### src/rtl/mem_arbiter.sv
// mem_arbiter: shares one registered memory port among NCH requesters.
// Round-robin fairness, one ready pulse per transaction, and an optional
// wait-state timeout that completes the transaction with an error flag.

module mem_arbiter #(
  parameter int NCH     = 2,
  parameter int AW      = 32,
  parameter int DW      = 32,
  parameter int TIMEOUT = 0
) (
  input  logic              iClk,
  input  logic              iRst,
  input  logic [NCH-1:0]    iReqRead,
  input  logic [NCH-1:0]    iReqWrite,
  input  logic [NCH*AW-1:0] iReqAddr,
  input  logic [NCH*DW-1:0] iReqData,
  output logic [DW-1:0]     oReqData,
  output logic [NCH-1:0]    oReqRdy,
  output logic [NCH-1:0]    oReqErr,
  output logic [NCH-1:0]    oGrant,
  output logic              oBusy,
  output logic [AW-1:0]     oMemAddr,
  output logic [DW-1:0]     oMemData,
  output logic              oMemRead,
  output logic              oMemWrite,
  input  logic [DW-1:0]     iMemData,
  input  logic              iMemRdy
);

  localparam int PW = (NCH > 1) ? $clog2(NCH) : 1;
  localparam int CW = (TIMEOUT > 0) ? $clog2(TIMEOUT + 1) : 1;
  localparam logic [CW-1:0] CntLast = (TIMEOUT > 0) ? CW'(TIMEOUT - 1) : '0;
  localparam logic [PW-1:0] LastCh  = PW'(NCH - 1);

  typedef enum logic [1:0] {IDLE, ACCESS, RESP} state_t;

  state_t          state_q;
  logic [PW-1:0]   rr_q;
  logic [PW-1:0]   g_q;
  logic [CW-1:0]   cnt_q;
  logic [NCH-1:0]  grant_q;
  logic [NCH-1:0]  reqRdy_q;
  logic [NCH-1:0]  reqErr_q;
  logic            busy_q;
  logic            memRead_q;
  logic            memWrite_q;
  logic [AW-1:0]   memAddr_q;
  logic [DW-1:0]   memData_q;
  logic [DW-1:0]   reqData_q;

  logic [NCH-1:0]  req_d;
  logic            hiFound_d;
  logic            loFound_d;
  logic [PW-1:0]   hiIdx_d;
  logic [PW-1:0]   loIdx_d;
  logic            winValid_d;
  logic [PW-1:0]   win_d;
  logic [AW-1:0]   winAddr_d;
  logic [DW-1:0]   winData_d;
  logic            winWrite_d;
  logic [NCH-1:0]  winOneHot_d;

  // Winner is the first requester at or above the pointer; if none, wrap to the lowest requester
  always_comb begin
    req_d     = iReqRead | iReqWrite;
    hiFound_d = 1'b0;
    loFound_d = 1'b0;
    hiIdx_d   = '0;
    loIdx_d   = '0;
    for (int i = 0; i < NCH; i++) begin
      if (!hiFound_d && req_d[i] && (PW'(i) >= rr_q)) begin
        hiFound_d = 1'b1;
        hiIdx_d   = PW'(i);
      end
      if (!loFound_d && req_d[i]) begin
        loFound_d = 1'b1;
        loIdx_d   = PW'(i);
      end
    end
    winValid_d = loFound_d;
    win_d      = hiFound_d ? hiIdx_d : loIdx_d;
  end

  // Select the winning channel's address, write data and operation (write beats read)
  always_comb begin
    winAddr_d   = '0;
    winData_d   = '0;
    winWrite_d  = 1'b0;
    winOneHot_d = '0;
    for (int i = 0; i < NCH; i++) begin
      if (PW'(i) == win_d) begin
        winAddr_d      = iReqAddr[i*AW +: AW];
        winData_d      = iReqData[i*DW +: DW];
        winWrite_d     = iReqWrite[i];
        winOneHot_d[i] = 1'b1;
      end
    end
  end

  // Arbitration FSM with all memory-side and requester-side outputs registered
  always_ff @(posedge iClk) begin
    if (iRst) begin
      state_q    <= IDLE;
      rr_q       <= '0;
      g_q        <= '0;
      cnt_q      <= '0;
      grant_q    <= '0;
      reqRdy_q   <= '0;
      reqErr_q   <= '0;
      busy_q     <= 1'b0;
      memRead_q  <= 1'b0;
      memWrite_q <= 1'b0;
      memAddr_q  <= '0;
      memData_q  <= '0;
      reqData_q  <= '0;
    end else begin
      case (state_q)
        IDLE: begin
          if (winValid_d) begin
            g_q        <= win_d;
            grant_q    <= winOneHot_d;
            busy_q     <= 1'b1;
            memAddr_q  <= winAddr_d;
            memData_q  <= winData_d;
            memWrite_q <= winWrite_d;
            memRead_q  <= !winWrite_d;
            cnt_q      <= '0;
            state_q    <= ACCESS;
          end
        end
        ACCESS: begin
          if (iMemRdy) begin
            memRead_q  <= 1'b0;
            memWrite_q <= 1'b0;
            reqRdy_q   <= grant_q;
            reqErr_q   <= '0;
            if (memRead_q) begin
              reqData_q <= iMemData;
            end
            state_q    <= RESP;
          end else if ((TIMEOUT > 0) && (cnt_q == CntLast)) begin
            memRead_q  <= 1'b0;
            memWrite_q <= 1'b0;
            reqRdy_q   <= grant_q;
            reqErr_q   <= grant_q;
            reqData_q  <= '0;
            state_q    <= RESP;
          end else begin
            cnt_q <= cnt_q + CW'(1);
          end
        end
        RESP: begin
          reqRdy_q <= '0;
          reqErr_q <= '0;
          grant_q  <= '0;
          busy_q   <= 1'b0;
          if (g_q == LastCh) begin
            rr_q <= '0;
          end else begin
            rr_q <= g_q + PW'(1);
          end
          state_q  <= IDLE;
        end
        default: begin
          state_q <= IDLE;
        end
      endcase
    end
  end

  assign oReqData  = reqData_q;
  assign oReqRdy   = reqRdy_q;
  assign oReqErr   = reqErr_q;
  assign oGrant    = grant_q;
  assign oBusy     = busy_q;
  assign oMemAddr  = memAddr_q;
  assign oMemData  = memData_q;
  assign oMemRead  = memRead_q;
  assign oMemWrite = memWrite_q;

endmodule

### config.mk
export PLATFORM = sky130hd
export DESIGN_NAME = mem_arbiter
export DESIGN_NICKNAME = d
export VERILOG_FILES = /design/src/rtl/mem_arbiter.sv
export SDC_FILE = /design/constraint.sdc
export NUM_CORES = 1
export LEC_CHECK = 0
export CAP_MARGIN = 5
export CORE_UTILIZATION = 38
export CTS_CLUSTER_DIAMETER = 200
export DETAILED_ROUTE_END_ITERATION = 10
export PLACE_DENSITY = 0.92
export RECOVER_POWER = 50
export SETUP_SLACK_MARGIN = 0.3
export SLEW_MARGIN = 20
export SYNTH_ARGS = -nofsm -noshare
export SYNTH_HDL_FRONTEND = slang
export SYNTH_SLANG_ARGS = --single-unit
### constraint.sdc
create_clock -name iClk -period 1.75 [get_ports iClk]
set_input_delay 0.35 -clock iClk [delete_from_list [all_inputs] [get_ports iClk]]
set_output_delay 0.35 -clock iClk [all_outputs]
set_load 0.01 [all_outputs]
==> flow_metrics.env <==
export IMPL_worst_ir_drop_vdd_mv=0.4231
export IMPL_end_kind="flop"
export IMPL_synth_warnings=0
export IMPL_syn_instance_count=584
export IMPL_cpMostUsedCell="buf_12"
export IMPL_place_congestion=0.8000
export IMPL_met1_length_um=6900
export IMPL_synth_adder_area_share_pct=0
export IMPL_fin_tns_setup_ps=0
export IMPL_hold_buffers=0
export IMPL_drt_iter0_markers=437
export IMPL_rsz0062_at_grt="yes"
export IMPL_htree_levels=3
export IMPL_setup_violations=0
export IMPL_area_growth_pct=76.33
export IMPL_clock_sinks=107
export IMPL_drive_gt1_share_pct=11.64
export IMPL_fin_nets=995
export IMPL_seqPwrFrac_pct=41.6
export IMPL_yosys_area_share_simple_pct=15.71
export IMPL_synth_cell_types=35
export IMPL_grt_max_degree=69
export IMPL_insertion_delay_ps=340
export IMPL_cts_buffers=9
export IMPL_layout_cells_non_filler=980
export IMPL_totalWireLength_um=18330
export IMPL_max_freq_mhz=682.8
export IMPL_place_area_um2=7695
export IMPL_post_route_min_period_ps=1465
export IMPL_grtUsageTotal_pct=27.47
export IMPL_clock_skew_ps=8.265
export IMPL_p_comb_share_pct=26.4
export IMPL_ys_ff_latch=107
export IMPL_fin_area_um2=8258
export IMPL_cp_max_fo=8
export IMPL_die_y_um=113.0
export IMPL_vias=5705
export IMPL_min_path_type="in2reg"
export IMPL_cp_slowest_cell="or4_4"
export IMPL_ant_nets=0
export IMPL_synth_top_family_by_area="compound AO/OA/AOI/OAI gates"
export IMPL_wl_met2_um=9157
export IMPL_core_um2=12010
export IMPL_required_ps=1970
export IMPL_cp_start_kind="primary input"
export IMPL_mostFrequentLayoutCells="clkdlybuf4s50_1 (160), dfxtp_1 (106), dlygate4sd2_1 (103)"
export IMPL_p_clk_share_pct=31.9
export IMPL_maxCapViolations=0
export IMPL_utilization_pct=68.75
export IMPL_slew_violations=0
export IMPL_power_total_w=0.006678
export IMPL_num_antenna_cells=0
export IMPL_clk_pin_slew_ps=70
export IMPL_cpPeakStageDelay_ps=560
export IMPL_p_leak_nw=3.275
export IMPL_avgViaCountPerCell=5.821
export IMPL_place_inst=954
export IMPL_internal_power_w=0.004791
export IMPL_maxUsedRoutingLayer="met4"
export IMPL_gr_total_overflow=0
export IMPL_start_util_pct=38.99
export IMPL_die_area_um2=12770
export IMPL_core_rowCount=40
export IMPL_synth_mux_area_share_pct=0
export IMPL_syn_area_per_cell_um2=8.019
export IMPL_synth_compound_area_share_pct=31.87
export IMPL_swShare_pct=28.27
export IMPL_grt_pass1_wl_um=27920
export IMPL_ys_seq_area_share_pct=45.74
export IMPL_grt_pass1_vias=5441
export IMPL_syn_area_um2=4683
export IMPL_die_x_um=113.0
export IMPL_drtPass1Iterations=7
export IMPL_cts_root_buf="clkbuf_16"
export IMPL_status="finished clean"
export IMPL_arrival_ps=1690
export IMPL_drc=0
export IMPL_path_cells="clkbuf_2 > or4_4 > buf_12 > buf_12 > buf_16 > a21oi_4 > a311oi_1"
export IMPL_synth_xor_area_share_pct=0
export IMPL_port_buffers=269
export IMPL_mostFrequentLayoutCell="clkdlybuf4s50_1"
export IMPL_post_route_period_util_pct=83.69
export IMPL_antenna_found_initial=0
export IMPL_cts_tree="built"
export IMPL_hold_viol=0
export IMPL_clockBufferDepth=2
export IMPL_dr_wl_met3_um=1649
export IMPL_io_pins=272
export IMPL_powerDensity_nw_per_um2=808.7
export IMPL_dp_hpwl_um=11220
export IMPL_wl_per_cell_um=18.70
export IMPL_p_sw_w=0.001888
export IMPL_critPathKind="in2reg"
[final cells by class]
class	instances	area (um2)
clock buffers	12	266.5
clock inverters	4	47.55
fillers	981	3754
inverters	1	3.754
multi-input cells	404	2446
flip-flops and latches	107	2143
well taps	147	183.9
repair buffers	305	3167
[Yosys cell counts, drive strengths merged]
master	number	share of area [%]
and4b	1	0.21
a2bb2oi	1	0.19
nand3b	1	0.16
o21bai	1	0.16
a21oi	105	11
nand4b	1	0.19
o22ai	1	0.13
dfxtp	107	46
and3b	2	0.37
inv	1	0.080
buf	19	2.2
conb	1	0.080
clkbuf	54	4.3
or4	1	0.16
nand3	68	7.3
nor2	5	0.45
o21ba	1	0.21
a21boi	1	0.16
nand2b	1	0.13
nor4	1	0.27
or3b	1	0.19
or2	3	0.40
o211ai	3	0.48
nor3	1	0.11
nand2	69	5.5
and2	2	0.27
o2bb2ai	1	0.19
o21ai	67	7.2
a311oi	64	12
[registers in the layout, summed over array words and instances, names as in the netlist]
name	cells
oMemRead	1
oGrant	2
oMemWrite	1
oMemAddr	32
g_q	1
oMemData	32
oReqRdy	2
oReqData	32
state_q	2
oBusy	1
rr_q	1
[through the flow]
| step | setup WS [ps] | hold slack (ps) |
|---|---|---|
| 2_1_floorplan | 190.3 | 449.3 |
| 3_3_place_gp | -364.6 | 440.9 |
| 3_5_place_dp | -430.9 | 446.5 |
| 4_1_cts | 225.4 | 428.9 |
| 5_1_grt | 216.7 | 451.8 |
| 6_report | 285.4 | 439.2 |
[cell families (layout without fill, tap and decap cells)]
group	count (synthesis)	after routing
simple gates	157	157
buf+inv	74	322
flops	107	107
compound gates	245	245
other cells	1	2
[what timing repair did]
item | 4_1_cts | 5_1_grt
resized for setup | 122 | 34
pin swaps | 5 | 2
gates cloned | 5 | 1
setup endpoints to repair | 173 | 63
buffers inserted | 3 | 1
[metal layers]
layer | global-route usage, % | vias to the layer above
li1 | - | 2642
met5 | 0 | -
met1 | 31.74 | 2674
met2 | 46.91 | 340
met4 | 13.42 | 0
met3 | 7.499 | 49
[worst max-delay path, delay by kind of cell]
kind,cells,cell delay (ps)
AOI/OAI and AO/OA,2,210
buffers and inverters,4,550
and+or+nand+nor,1,560
[power groups by stage]
stage | Combinational (W) | Clock (W) | Sequential (W)
finish | 0.00177 | 0.00213 | 0.00278
CTS | 0.00166 | 0.00215 | 0.00277
global route | 0.00188 | 0.00226 | 0.00280
floorplan | 0.000617 | 0 | 0.00290
global placement | 0.00173 | 0 | 0.00282
detailed placement | 0.00176 | 0 | 0.00282
[final timing paths]
kind                       startpoint                         to  slack (ps)  cells past startpoint
min                              iRst   oReqData[5]$_SDFFE_PP0P_         440                      2
min reg2reg  oReqData[7]$_SDFFE_PP0P_   oReqData[7]$_SDFFE_PP0P_         450                      2
max                       iReqRead[0]  oMemData[31]$_SDFFE_PP0P_         290                      7
max reg2reg   state_q[1]$_SDFFE_PP0P_  oMemData[15]$_SDFFE_PP0P_         290                      4
No activity file was read; power rests on OpenSTA's default activity.
==> RTL change 1: new RTL, config.mk and constraints unchanged <==
Encoding of `state_t`: now one-hot (3 bits for 3 states).
--- a/src/rtl/mem_arbiter.sv
+++ b/src/rtl/mem_arbiter.sv
@@ -32,7 +32,7 @@
   localparam logic [CW-1:0] CntLast = (TIMEOUT > 0) ? CW'(TIMEOUT - 1) : '0;
   localparam logic [PW-1:0] LastCh  = PW'(NCH - 1);
 
-  typedef enum logic [1:0] {IDLE, ACCESS, RESP} state_t;
+  typedef enum logic [2:0] {IDLE = 3'b001, ACCESS = 3'b010, RESP = 3'b100} state_t;
 
   state_t          state_q;
   logic [PW-1:0]   rr_q;
Formal check against the unedited RTL: no difference found for any inputs over 4 cycles, from zero or initial values and one cycle with iRst high; so few cycles prove little.
==> RTL change 1 against the original RTL <==
The flow now finishes with violations (negative setup slack); count of clock-buffer cells in the layout fell by 2; via count fell by 15%; total power rose by 2.4%; setup slack got worse by 0.30 ns; critical path type is now flop to flop; synthesized area fell by 6.2%; sequential cell count rose by 1; synthesized cell count fell by 18%; fmax fell by 17%; critical endpoint is now oMemAddr[25]; utilization rose by 9.3 points; wire length rose by 2.3%; largest power group unchanged; cell area rose by 4.3%.
==> RTL change 1: results (changes against the original RTL) <==
qor: routing.first_pass_iters 4 [-3]
qor: layout.final_util 78.1% [+9.3 points]
qor: sta.timing.slew.headroom 54.7%
qor: layout.finalNetCount 957 [-3.8%]
qor: pwr.power.leakage 0.00393 uW [+20%]
qor: global_routing.met3_track_utilization_from_global_routing 11.0% [+3.5 points]
qor: place.detailed_place_hpwl 11100 um [-1.0%]
qor: setup_path.setup.worst_path.end oMemAddr[25]
qor: layout.non_clock_buffer_area_share 41.2% [+2.9 points]
qor: yosys.yosysUniqueCellTypes 38 [+8.6%]
qor: yosys.synth.top_cells.by_count nand2_1 (196), dfxtp_1 (108), a22oi_2 (50), a21oi_1 (37), a22oi_1 (14)
qor: layout.post_route_cells_drive_above_1_share 27.7% [+16 points]
qor: worst_hold_path.worst_hold_startpoint g_q
qor: setup_path.critical_path.max_fanout 5 [-3]
qor: sta.postLayoutSetupSlackWorst -0.0141 ns [-0.300 ns]
qor: worst_hold_path.hold_depth 1 [-1]
qor: layout.multi_input_area 2420 um2 [-1.2%]
qor: place.dp_cells 884 [-7.3%]
qor: place.post-place-ws -0.449 ns [-0.0178 ns]
qor: setup_path.timing.critical_path.from state_q[2]
qor: global_routing.met1_usage 21.7% [-10 points]
qor: setup_path.critical_path_s_largest_stage_delay 0.54 ns [-0.02 ns]
qor: setup_path.reg2regPathDepth 8 [+4]
qor: setup_path.cpMaxStageDelayCell or4b_4
qor: pwr.switching_power 1890 uW [+0.32%]
qor: sta.setup_viol 9 [+9]
qor: layout.final.clkbuf_count 10 [-2]
qor: setup_path.worst_r2r_startpoint state_q[2]
qor: global_routing.first_global_vias 4729 [-13%]
qor: global_routing.grt_start_max_net_pins 48 [-30%]
qor: pwr.pg_comb 1950 uW [+10%]
qor: layout.fillerInstances 649 [-34%]
qor: routing.initialDrtViolationCount 274 [-37%]
qor: layout.clock_tree_area_fraction 3.51% [-0.29 points]
qor: layout.area.share.sequential 25.1% [-0.84 points]
qor: status.violations_in_the_final_reports negative setup slack
qor: sta.hold_slack 0.438 ns [-0.00103 ns]
qor: layout.n_multi_input_combinational_cell 341 [-16%]
qor: place.routabilityCongestion 0.781 [-2.3%]
qor: sta.finClkSkew 0.00624 ns [-0.00202 ns]
qor: pwr.pwr-share-clk 30.3% [-1.6 points]
qor: status.status complete, but fails checks
qor: global_routing.grt_first_pass_wirelength 22500 um [-20%]
qor: sta.tns -0.0753 ns [-0.0753 ns]
qor: routing.wl 18800 um [+2.3%]
qor: yosys.synth_sequential_area_ratio 49.2% [+3.5 points]
qor: worst_hold_path.hold_path_class flop to flop
qor: place.detailed_place.area 7340 um2 [-4.7%]
qor: pwr.pwr.group.clock 2070 uW [-3%]
qor: worst_hold_path.min_to rr_q
qor: yosys.avgSynthCellArea 9.17 um2 [+14%]
qor: setup_path.worst_ep_arrival_time 2.06 ns [+0.37 ns]
qor: yosys.synth.top_cells.by_area dfxtp_1 (49%), nand2_1 (17%), a22oi_2 (14%)
qor: floorplan.total_number_of_tap_cells 140 [-4.8%]
qor: global_routing.met2_usage 48.9% [+2.0 points]
RTL change 1: cell count changes in the layout (fill, tap and decap cells not counted), moves of 27 or more:
cell,before,now
a22oi_2,0,63
a311oi_1,53,0
nand3_1,68,3
nand2_4,0,27
o21ai_0,67,1
nand2_1,69,162
a21oi_1,85,8
RTL change 1: cell families (layout without fill, tap and decap cells):
| logic type | count (synthesis) | after routing | synth area share (%) |
|---|---|---|---|
| simple gates | 223 | 227 | 20.8 |
| compound gates | 110 | 110 | 22.8 |
| flops | 108 | 108 | 49.2 |
| buf+inv | 35 | 346 | 6.61 |
| mux | 2 | 2 | 0.456 |
| other cells | 1 | 2 | 0.0854 |
RTL change 1: timing repair:
action,CTS,global route
buffers inserted,7,5
gates resized for setup,124,124
hold buffers,0,0
pin swaps,6,84
endpoints found under the setup margin,185,77
cloned,7,16
RTL change 1: routing by layer:
layer / up-vias / wire length (um)
li1: 2258 / -
met3: 53 / 1840
met1: 2274 / 6110
met5: - / 0
met4: 0 / 582
met2: 257 / 10200
==> RTL change 2: new RTL, same settings <==
Without the edit above. The parameter `AW` goes from 32 to 64.
--- a/src/rtl/mem_arbiter.sv
+++ b/src/rtl/mem_arbiter.sv
@@ -4,7 +4,7 @@
 
 module mem_arbiter #(
   parameter int NCH     = 2,
-  parameter int AW      = 32,
+  parameter int AW      = 64,
   parameter int DW      = 32,
   parameter int TIMEOUT = 0
 ) (
Ports: changed (resized iReqAddr and oMemAddr); port bits go from 272 to 368. No check against the original RTL was run, so the function may have changed too.
==> RTL change 2 against the original RTL <==
Setup slack worse by 0.088 ns; critical path depth is 1 lower; worst hold slack lost 0.039 ns; total power grew 50%; die area up 32%; synthesized area is 32% higher; fmax decreased by 5.7%; count of clock-buffer cells in the layout is 5 higher; cell area grew 43%; via count grew 46%; sequential cell count grew 32; global-route usage up 5.3 points; wire length increased by 63%; largest cell class unchanged; largest power group unchanged; highest routed layer unchanged.
==> RTL change 2: results (changes against the original RTL) <==
qor: layout.finalNetCount 1381 [+39%]
qor: routing.dr_wl_met2 14800 um [+61%]
qor: place.place.port_buffers 365 [+36%]
qor: global_routing.first_global_vias 7789 [+43%]
qor: global_routing.grt_first_pass_wirelength 41900 um [+50%]
qor: clock_tree.cts_inserted_buffers 17 [+8]
qor: global_routing.global_route_total_usage_across_every_layer 32.8% [+5.3 points]
qor: routing.initialDrtViolationCount 652 [+49%]
qor: pwr.power.leakage 0.00471 uW [+44%]
qor: routing.met3_wl 2810 um [+71%]
qor: setup_path.critical_path_s_largest_stage_delay 0.41 ns [-0.15 ns]
qor: routing.via_density 6.05 [+3.9%]
qor: yosys.synth_sequential_area_ratio 44.9% [-0.82 points]
qor: sta.hold_slack 0.400 ns [-0.0392 ns]
qor: yosys.yosysUniqueCellTypes 36 [+2.9%]
qor: routing.met1Wirelength 10700 um [+55%]
qor: setup_path.worst_ep_arrival_time 1.88 ns [+0.19 ns]
qor: setup_path.cpMaxStageDelayCell dfxtp_1
qor: clock_tree.insertion_delay 0.42 ns [+0.08 ns]
qor: clock_tree.cts-htree-levels 4 [+1]
qor: pwr.report.power.total 10000 uW [+50%]
qor: yosys.synth.top_cells.by_area dfxtp_1 (45%), a311oi_1 (14%), a21oi_1 (11%)
qor: setup_path.reg2regPathDepth 6 [+2]
qor: yosys.synth.top_cells.by_count dfxtp_1 (139), a21oi_1 (137), nand3_1 (100), a311oi_1 (96), o21ai_0 (96)
qor: setup_path.cpLargestDelayFamily buffers and inverters
qor: global_routing.met3_track_utilization_from_global_routing 8.55% [+1.0 points]
qor: place.post-place-ws -0.342 ns [+0.0892 ns]
qor: worst_hold_path.min_to state_q[0]
qor: sta.finClkSkew 0.00850 ns [+0.000230 ns]
qor: setup_path.critical_path.max_fanout 7 [-1]
qor: pwr.power_frac_seq 36.4% [-5.2 points]
qor: global_routing.met1_usage 36.5% [+4.8 points]
qor: pwr.p_int 6890 uW [+44%]
qor: setup_path.timing.reg2reg.setup_slack 0.20 ns [-0.09 ns]
qor: status.status completed
[RTL change 2: changes by cell type in the layout (fill, tap and decap cells not counted), sizes merged, moves of 8 or more]
cell	before	now
a311oi	64	96
inv	1	9
a21oi	105	137
dfxtp	107	139
nand3	68	100
buf	35	77
o21ai	67	99
dlygate4sd2	103	120
clkdlybuf4s50	160	225
clkbuf	17	33
clkdlybuf4s15	1	13
[RTL change 2: cells by family (layout without fill, tap and decap cells)]
logic type,Yosys count,in the layout,share of synthesized area [%]
buffers and inverters,100,491,6.67
AND/OR/NAND/NOR,189,190,14.5
AO/OA/AOI/OAI,341,341,33.9
other,1,2,0.0605
flip-flops,139,139,44.9
[RTL change 2: timing repair]
item	4_1_cts	5_1_grt
gates cloned	17	7
buffers inserted	8	14
endpoints found under the setup margin	235	109
pin swaps	11	19
resized for setup	163	50
[RTL change 2: worst max-delay path by stage]
stage                              end  depth (start not counted)  slack (ns)
after CTS                 oMemAddr[44]                          5        0.23
final                     oMemData[14]                          6        0.20
after detailed placement  oMemAddr[34]                          6       -0.34
after global routing      oMemData[14]                          6        0.14
after floorplan            oMemAddr[0]                          6        0.20
after global placement    oMemAddr[54]                          6       -0.24
[RTL change 2: cell type report]
class	instances	area share, %
Clock inverter	15	1.13
Sequential cell	139	23.7
Timing Repair Buffer	458	42.1
Tap cell	216	2.30
Clock buffer	17	3.61
Multi-Input combinational cell	533	27.2
Inverter	1	0.0319
[RTL change 2: stage by stage]
step,std cells,utilization [%]
global placement,1301,65.7
floorplan,771,-
global route,1379,74.1
finish,1379,74.1
detailed placement,1301,65.7
CTS,1358,72.3
[RTL change 2: worst reg2reg max path, stage by stage (launching register included)]
cell and delay, ns:
dfxtp_1 0.41, or2_4 0.20, nor2_4 0.06, clkbuf_2 0.20
buf_6 0.17, buf_12 0.13, a311oi_2 0.29
